--- src/rtl/limber_gnrl_rr_arbbuf_pkg.sv ---
// Shared constants, types and helpers for the Limber round-robin arbiter buffer.
package limber_gnrl_rr_arbbuf_pkg;

   localparam int DEF_NREQ = 4;
   localparam int DEF_DW   = 32;

   typedef enum logic {
      ST_EMPTY = 1'b0,
      ST_FULL  = 1'b1
   } state_e;

   // Requester-ID width; a single requester bit still needs one ID bit.
   function automatic int id_width(input int n);
      return (n > 1) ? $clog2(n) : 1;
   endfunction

endpackage

--- src/rtl/limber_gnrl_dffl.sv ---
// Generic load-enabled flops: plain (no reset, powers up at 0) and async active-low reset.
module limber_gnrl_dffl #(
   parameter int W = 1
) (
   input  logic         clk,
   input  logic         lden,
   input  logic [W-1:0] d,
   output logic [W-1:0] q
);

   logic [W-1:0] q_r = '0;

   always_ff @(posedge clk) begin
      if (lden) q_r <= d;
   end

   assign q = q_r;

endmodule

module limber_gnrl_dfflr #(
   parameter int W = 1
) (
   input  logic         clk,
   input  logic         rst_n,
   input  logic         lden,
   input  logic [W-1:0] d,
   output logic [W-1:0] q
);

   always_ff @(posedge clk or negedge rst_n) begin
      if (!rst_n)    q <= '0;
      else if (lden) q <= d;
   end

endmodule

--- src/rtl/limber_gnrl_rr_pick.sv ---
// Combinational round-robin picker: first set request at or after ptr, wrapping at NREQ.
module limber_gnrl_rr_pick
   import limber_gnrl_rr_arbbuf_pkg::*;
#(
   parameter  int NREQ = DEF_NREQ,
   localparam int IW   = id_width(NREQ)
) (
   input  logic [NREQ-1:0] req,
   input  logic [IW-1:0]   ptr,
   output logic [NREQ-1:0] gnt,
   output logic [IW-1:0]   gnt_id,
   output logic            any
);

   localparam logic [IW:0] NREQ_W = NREQ[IW:0];

   logic [NREQ-1:0] rot;
   logic [IW-1:0]   off;
   logic [IW:0]     sum;

   always_comb begin
      // Doubling the vector lets a plain shift act as a rotate by ptr.
      rot = NREQ'({req, req} >> ptr);
      off = '0;
      any = 1'b0;
      for (int i = NREQ - 1; i >= 0; i--) begin
         if (rot[i]) begin
            off = IW'(i);
            any = 1'b1;
         end
      end
      sum = {1'b0, ptr} + {1'b0, off};
      if (sum >= NREQ_W) sum = sum - NREQ_W;
      gnt_id = sum[IW-1:0];
      gnt    = any ? (NREQ'(1) << gnt_id) : '0;
   end

endmodule

--- src/rtl/limber_gnrl_rr_arbbuf.sv ---
// Round-robin arbiter feeding one shared holding register (data + requester ID).
// Note for timing: o_rdy reaches i_rdy combinationally; o_vld/o_dat/o_id are registered.
module limber_gnrl_rr_arbbuf
   import limber_gnrl_rr_arbbuf_pkg::*;
#(
   parameter  int NREQ = DEF_NREQ,
   parameter  int DW   = DEF_DW,
   localparam int IW   = id_width(NREQ)
) (
   input  logic               clk,
   input  logic               rst_n,
   input  logic [NREQ-1:0]    i_vld,
   output logic [NREQ-1:0]    i_rdy,
   input  logic [NREQ*DW-1:0] i_dat,
   output logic               o_vld,
   input  logic               o_rdy,
   output logic [DW-1:0]      o_dat,
   output logic [IW-1:0]      o_id
);

   localparam logic [IW:0] NREQ_W = NREQ[IW:0];

   logic            ld;
   logic [NREQ-1:0] req;
   logic [NREQ-1:0] gnt;
   logic [IW-1:0]   gnt_id;
   logic            any;
   logic [IW-1:0]   ptr;
   logic [IW-1:0]   ptr_d;
   logic [IW:0]     ptr_inc;
   logic [DW-1:0]   dat_d;
   state_e          state_q;
   state_e          state_d;

   assign ld      = ~o_vld | o_rdy;
   // Masking with rst_n keeps requesters from seeing an accept while state is held in reset.
   assign req     = i_vld & {NREQ{ld & rst_n}};
   assign i_rdy   = gnt;
   assign state_q = o_vld ? ST_FULL : ST_EMPTY;

   limber_gnrl_rr_pick #(
      .NREQ (NREQ)
   ) u_pick (
      .req    (req),
      .ptr    (ptr),
      .gnt    (gnt),
      .gnt_id (gnt_id),
      .any    (any)
   );

   always_comb begin
      state_d = state_q;
      if (any)        state_d = ST_FULL;
      else if (o_rdy) state_d = ST_EMPTY;

      ptr_inc = {1'b0, gnt_id} + {{IW{1'b0}}, 1'b1};
      if (ptr_inc == NREQ_W) ptr_inc = '0;
      ptr_d = ptr_inc[IW-1:0];

      dat_d = i_dat[gnt_id*DW +: DW];
   end

   limber_gnrl_dfflr #(.W(1)) u_vld_q (
      .clk   (clk),
      .rst_n (rst_n),
      .lden  (1'b1),
      .d     (state_d == ST_FULL),
      .q     (o_vld)
   );

   limber_gnrl_dfflr #(.W(IW)) u_ptr_q (
      .clk   (clk),
      .rst_n (rst_n),
      .lden  (any),
      .d     (ptr_d),
      .q     (ptr)
   );

   limber_gnrl_dffl #(.W(DW)) u_dat_q (
      .clk  (clk),
      .lden (any),
      .d    (dat_d),
      .q    (o_dat)
   );

   limber_gnrl_dffl #(.W(IW)) u_id_q (
      .clk  (clk),
      .lden (any),
      .d    (gnt_id),
      .q    (o_id)
   );

endmodule
--- config.mk ---
export PLATFORM = sky130hd
export DESIGN_NAME = limber_gnrl_rr_arbbuf
export DESIGN_NICKNAME = d
export VERILOG_FILES = /design/src/rtl/limber_gnrl_rr_arbbuf_pkg.sv /design/src/rtl/limber_gnrl_dffl.sv /design/src/rtl/limber_gnrl_rr_pick.sv /design/src/rtl/limber_gnrl_rr_arbbuf.sv
export SDC_FILE = /design/constraint.sdc
export NUM_CORES = 1
export LEC_CHECK = 0
export CAP_MARGIN = 5
export CORE_ASPECT_RATIO = 1.4
export CORE_MARGIN = 2
export CORE_UTILIZATION = 34
export CTS_CLUSTER_SIZE = 12
export DETAILED_ROUTE_END_ITERATION = 12
export PLACE_DENSITY = 0.88
export REMOVE_ABC_BUFFERS = 1
export SLEW_MARGIN = 10
export SYNTH_ARGS = -nofsm -noshare
export SYNTH_HDL_FRONTEND = slang
export SYNTH_SLANG_ARGS = --single-unit
--- constraint.sdc ---
create_clock -name clk -period 3.29 [get_ports clk]
set_clock_uncertainty 0.05 [all_clocks]
set_input_delay 0.658 -clock clk [delete_from_list [all_inputs] [get_ports clk]]
set_output_delay 0.658 -clock clk [all_outputs]
set_load 0.01 [all_outputs]
# == Yosys cells after proc, flatten, opt, wreduce, memory -nomap -nowiden ==
# Cells that the tools add are included.
# op_classes
n_addsub,3
n_mul,0
n_div,0
magnitude_cmp,1
n_eq_ne,1
shift,3
muxes,14
bitwise_logic,4
reduce_logical,0
# ops
operator,count
indexed part select 128 x 8 -> 32 bit,1
two-way mux 2 bit,6
right shift 8 x 2 -> 4 bit,1
two-way mux 1 bit,7
bitwise AND 4 bit,1
two-way mux 4 bit,1
<< shifter 1 x 2 -> 4 bit (first input constant),1
adder 2 x 1 -> 3 bit (second input constant),1
adder 2 x 2 -> 3 bit,1
== test 3 bit (second input constant),1
greater-or-equal comparator 3 bit (second input constant),1
subtractor 2 x 1 -> 2 bit (second input constant),1
bitwise AND 1 bit,1
inverter 1 bit,1
OR 1 bit,1
# totals
register_bits,37
latchBits,0
ram_bits,0
romBits,0
inputBits,135
out_inout_bits,39
word_cells,30
mem_count,0

# == Logic depth before layout (Yosys ltp) ==
# depth
depth_word,15
mapped_depth,13
ltp_nobuf,13

# == Hierarchy ==
# From an unflattened synthesis, not the netlist that was laid out.
# hier_totals
cells_unflattened,126
area_unflattened_um2,2279.7
# modules_own_cells
mod,n_inst,cells_each,area_per_inst_um2
limber_gnrl_dffl (u_dat_q),1,32,960.9
limber_gnrl_rr_arbbuf,1,48,875.8
limber_gnrl_rr_pick,1,38,270.3
limber_gnrl_dfflr (u_ptr_q),1,4,72.6
limber_gnrl_dffl (u_id_q),1,2,60.1
limber_gnrl_dfflr (u_vld_q),1,2,40.0

# == Worst setup path before layout ==
# OpenSTA, ideal clock, no wires.
# synth_path
path_kind,input -> register
start,input i_vld[1]
end,"register u_dat_q.q_r[10] (netlist: u_dat_q.q[10]), data pin"
arrival_time_ns,2.839
required_time_ns,2.967
slack_ns,0.127
stages,9
path_buffers,2
path_cell_list,inv_1 > o21ai_0 > a21oi_1 > a31oi_1 > a211oi_1 > ha_1 > buf_1 > clkbuf_1 > mux4_1
# synth_via
elab_chain_len,10
# synth_lines
element,line,text
from (decl),limber_gnrl_rr_arbbuf.sv:12,"input logic [NREQ-1:0] i_vld,"
bitwise AND 4 bit *,limber_gnrl_rr_arbbuf.sv:37,assign req = i_vld & {NREQ{ld & rst_n}};
right shift 8 x 2 -> 4 bit *,limber_gnrl_rr_pick.sv:23,"rot = NREQ'({req, req} >> ptr);"
two-way mux 2 bit (3 in series),limber_gnrl_rr_pick.sv:27,if (rot[i]) begin
two-way mux 2 bit *,limber_gnrl_rr_pick.sv:27,
adder 2 x 2 -> 3 bit *,limber_gnrl_rr_pick.sv:32,"sum = {1'b0, ptr} + {1'b0, off};"
greater-or-equal comparator 3 bit / subtractor 2 x 1 -> 2 bit (equally long branches),limber_gnrl_rr_pick.sv:33,if (sum >= NREQ_W) sum = sum - NREQ_W;
two-way mux 2 bit *,limber_gnrl_rr_pick.sv:33,
named net gnt_id[0],limber_gnrl_rr_arbbuf.sv:26,logic [IW-1:0] gnt_id;
indexed part select 128 x 8 -> 32 bit *,limber_gnrl_rr_arbbuf.sv:60,dat_d = i_dat[gnt_id*DW +: DW];
named net dat_d[10],limber_gnrl_rr_arbbuf.sv:31,logic [DW-1:0] dat_d;
to (signal assigned),limber_gnrl_dffl.sv:14,if (lden) q_r <= d;
to (decl),limber_gnrl_dffl.sv:11,logic [W-1:0] q_r = '0;
# Mark *: on every way through the listed nets, which the timed path passes. The rest lies on a longest branch.
# A chain may end at the register's enable or synchronous reset.

# == Final worst setup path ==
# layout_path
start,input i_vld[0]
end,output i_rdy[3]
# layout_via
elab_chain_len,11
# layout_lines
element,line,text
bitwise AND 4 bit *,limber_gnrl_rr_arbbuf.sv:37,
right shift 8 x 2 -> 4 bit *,limber_gnrl_rr_pick.sv:23,
two-way mux 2 bit (4 in series),limber_gnrl_rr_pick.sv:27,
adder 2 x 2 -> 3 bit,limber_gnrl_rr_pick.sv:32,
greater-or-equal comparator 3 bit / subtractor 2 x 1 -> 2 bit (equally long branches),limber_gnrl_rr_pick.sv:33,
two-way mux 2 bit,limber_gnrl_rr_pick.sv:33,
<< shifter 1 x 2 -> 4 bit,limber_gnrl_rr_pick.sv:35,gnt = any ? (NREQ'(1) << gnt_id) : '0;
two-way mux 4 bit *,limber_gnrl_rr_pick.sv:35,
to (decl),limber_gnrl_rr_arbbuf.sv:13,"output logic [NREQ-1:0] i_rdy,"
# Every way passes the cells marked *; elsewhere a longest branch is shown, timed or not.

==> metrics.md <==
| Metric | Value |
|---|---|
| Post-Syn Area | ~2200 um2 |
| Startpoint Class | primary input |
| Placed cell count | 367 |
| GRT Total Usage | between 15 and 20% |
| Detailed placer's ending HPWL | approximately 5700 um |
| Adder-Cell Fraction of Synth Area | under 10% |
| Die Area | ~7200 um2 |
| Antenna Diode Count | 0 |
| Final Slew Violations | 0 |
| Routed wire length | 7340 um |
| # nets final | between 400 and 500 |
| DRT Pass-1 Iters | 4 |
| Grt total ovfl | 0 |
| Setup WS pre-CTS | -0.782 ns |
| Antenna violations before repair | 0 |
| Final GP Congestion | a little over 0.8 |
| Pin count of the biggest net entering global routing | 34 |
| 1st-iter DRT viols | between 80 and 90 |
| Gate Count Post-Synth | 117 |
| Share of layout cells above drive strength 1 | a little under a fifth |
| Most Frequent Cell on Critical Path | a211oi_2 |
| Top-count cell post-synth | edfxtp_1 |
| Drt wl/cell | 19.4 um |
| Post-route insts no fill | 378 |
| Top_reg_cell synth | edfxtp_1 |
| Yosys top cell area share | between 40% and 50% |
| Largest family of logic cells by synthesized area | multiplexers |
| Slowest cell on crit path | a211oi_2 |
| Avg Cell Area, Syn | about 19 um2 |
| Worst Setup End Kind | primary output |
| Worst Setup Path Type | primary input to primary output |
| Final Hold Vio Count | 0 |
| First-pass GRT wire length | between 10000 and 15000 um |
| Clock Pin Slew Worst Setup and Hold Paths | ~0.07 ns |
| Clock buffer depth | 2 |
| CTS Buf Count | 5 |
| Starting density of the core | between 30% and 40% |
| Die W | ~72 um |
| Post-synthesis xor/xnor area fraction | 0% |
| Final setup viols | 0 |
| Mux contribution to synthesized area | approximately 37% |
| Vias | approximately 2000 |
| Die Ht | 99.7 um |
| I/O pins | about 170 |
| Synth area leader | edfxtp_1 |
| Leading cell types by count after synthesis | edfxtp_1 (34), mux4_1 (26), mux4_2 (6) |
| Crit path required time | approximately 2.6 ns |
| CTS Sinks | 37 |
| Vias in the first global route | roughly 2100 |
| Area grow syn2layout | 92.8% |
| Max frequency | 0.310 GHz |
| Outcome | complete, no violations |
| Crit-path max FO | 4 |
| Post-synth EDFFs | 34 |
| Residual DRC | 0 |
| Via-to-Cell Ratio | 5.19 |
| R2R Path End | u_dat_q.q[27] |
| Reg2reg path depth | 11 |
| DRT antenna net count | 0 |
| Yosys warns | 0 |
| CTS tree | yes |
| Total power | around 2.8 mW |
| Ranking of synthesized cells by area | edfxtp_1 (46%), mux4_1 (31%), mux4_2 (6.1%) |
| CP Cell Sequence | buf_8 -> o21bai_1 -> a21oi_1 -> nor3_2 -> a211oi_2 -> ha_2 -> a211oi_2 -> a211oi_2 -> buf_4 -> inv_2 -> ha_4 -> and2_4 -> buf_6 |
| Power density over the cells | 646 nW/um2 |
| Post-synthesis async set-or-reset flop share | around 8.1% |
| Setup ws final | about 0.064 ns |
| Max cap viols | 0 |
| Core Region | between 6000 and 7000 um2 |
| #FFs+latches synth | 37 |
| Tcrit/Tclk final | 98.0% |
| LEAKAGE | roughly 1.6 nW |
| RSZ-0062 raised after global routing | true |
| Cell variety after synth | 31 |
| H-tree depth | 2 |
| Worst path max stage delay | between 0.2 and 0.3 ns |
| Post-synthesis simple-gate area fraction | 3.60% |
| R2r setup slk | about 0.43 ns |
| Hold_buf cts | 0 |
| Peak VDD IR | roughly 0.00056 V |
| Buffers on Ports | approximately 170 |
| Post-synthesis compound-gate area fraction | about 5.4% |
| Worst r2r src | u_ptr_q.q[1] |
| Arr. time, crit path | roughly 2.5 ns |
| Seq/Total Area, Yosys | 49.2% |
| Root Buffer | clkbuf_8 |
| Rel. slew slack | 72.5% |
| Crit path time final | approximately 3.2 ns |
| # rows | 34 |
| Actual slew at the worst max-slew pin | ~0.41 ns |
| Hold crit path type | primary input to async pin |
| Worst-Skew Late Latency | 0.28 ns |
-- state kept, by name (all words and copies together), names as in the netlist --
register and flops:
u_vld_q.q 1, u_dat_q.q 32, u_id_q.q 2, u_ptr_q.q 2
-- stage by stage --
step | TNS [ns] | util [%] | area (um2) | hold slack [ns]
after floorplan | -0.232 | - | 2180 | 0.312
after global placement | -6.61 | 65.0 | 4090 | 0.588
after detailed placement | -12.84 | 65.0 | 4090 | 0.594
after CTS | -0.000768 | 67.0 | 4220 | 0.643
after global routing | -0.0143 | 68.2 | 4290 | 0.328
final | 0 | 68.2 | 4290 | 0.331
-- final cells by class --
cell class	instances	area [um2]
Clock inverter	2	33.8
Multi-Input combinational cell	67	1130
Sequential cell	37	1100
Clock buffer	6	72.6
Timing Repair Buffer	188	1840
Fill cell	467	2000
Inverter	6	27.5
Tap cell	72	90.1
-- critical path, delay by kind of cell --
kind,cells,cell delay (ns)
simple gates,2,0.20
fa+ha+maj,2,0.37
buf+inv,4,0.41
compound gates,5,0.85
-- routing by layer --
metal  global-route usage [%]  share of wire (%)  routed length [um]  vias to the layer above
met3                     3.44                6.9                 508                       10
met4                     7.26                1.9                 139                        0
met5                        0                  0                   0                        -
met1                     19.9                 31                2300                      954
met2                     39.2                 60                4390                       92
li1                         -                  -                   -                      906
-- kinds of logic after synthesis --
kind of cell | Yosys count
DFF | 37
muxes | 33
AOI/OAI and AO/OA | 16
and+or+nand+nor | 16
buffers and inverters | 13
adders and majority gates | 2
-- placed cells by master (no fill, tap or decap), drive strengths merged, types with 4 or more instances in the layout --
cell type,Yosys,final
mux4,32,32
clkdlybuf4s50,0,163
nand2,5,5
inv,6,6
a211oi,4,4
edfxtp,34,34
nor3,4,4
clkbuf,3,8
buf,4,20
-- power by group --
| group | switching (mW) | total [mW] | internal [mW] | leakage (nW) |
|---|---|---|---|---|
| Clock | 0.149 | 0.372 | 0.224 | 0.0528 |
| Combinational | 0.624 | 1.57 | 0.948 | 1.22 |
| Sequential | 0.0657 | 0.828 | 0.763 | 0.358 |
-- worst max path at each step --
| stage | cells after the start | to | start | slack, ns |
|---|---|---|---|---|
| 5_1_grt | 13 | i_rdy[3] | i_vld[0] | -0.01 |
| 6_report | 13 | i_rdy[3] | i_vld[0] | 0.06 |
| 3_5_place_dp | 13 | i_rdy[3] | i_vld[1] | -0.78 |
| 4_1_cts | 12 | i_rdy[3] | o_rdy | -0.0008 |
| 2_1_floorplan | 8 | i_rdy[3] | i_vld[1] | -0.16 |
| 3_3_place_gp | 13 | i_rdy[3] | i_vld[1] | -0.64 |
-- repair_timing --
action / CTS / global route
setup endpoints to repair: 29 / 4
pin swaps: 6 / 6
resized for setup: 31 / 29
setup buffers: 2 / 1
Power figures use the tool's default switching activity.
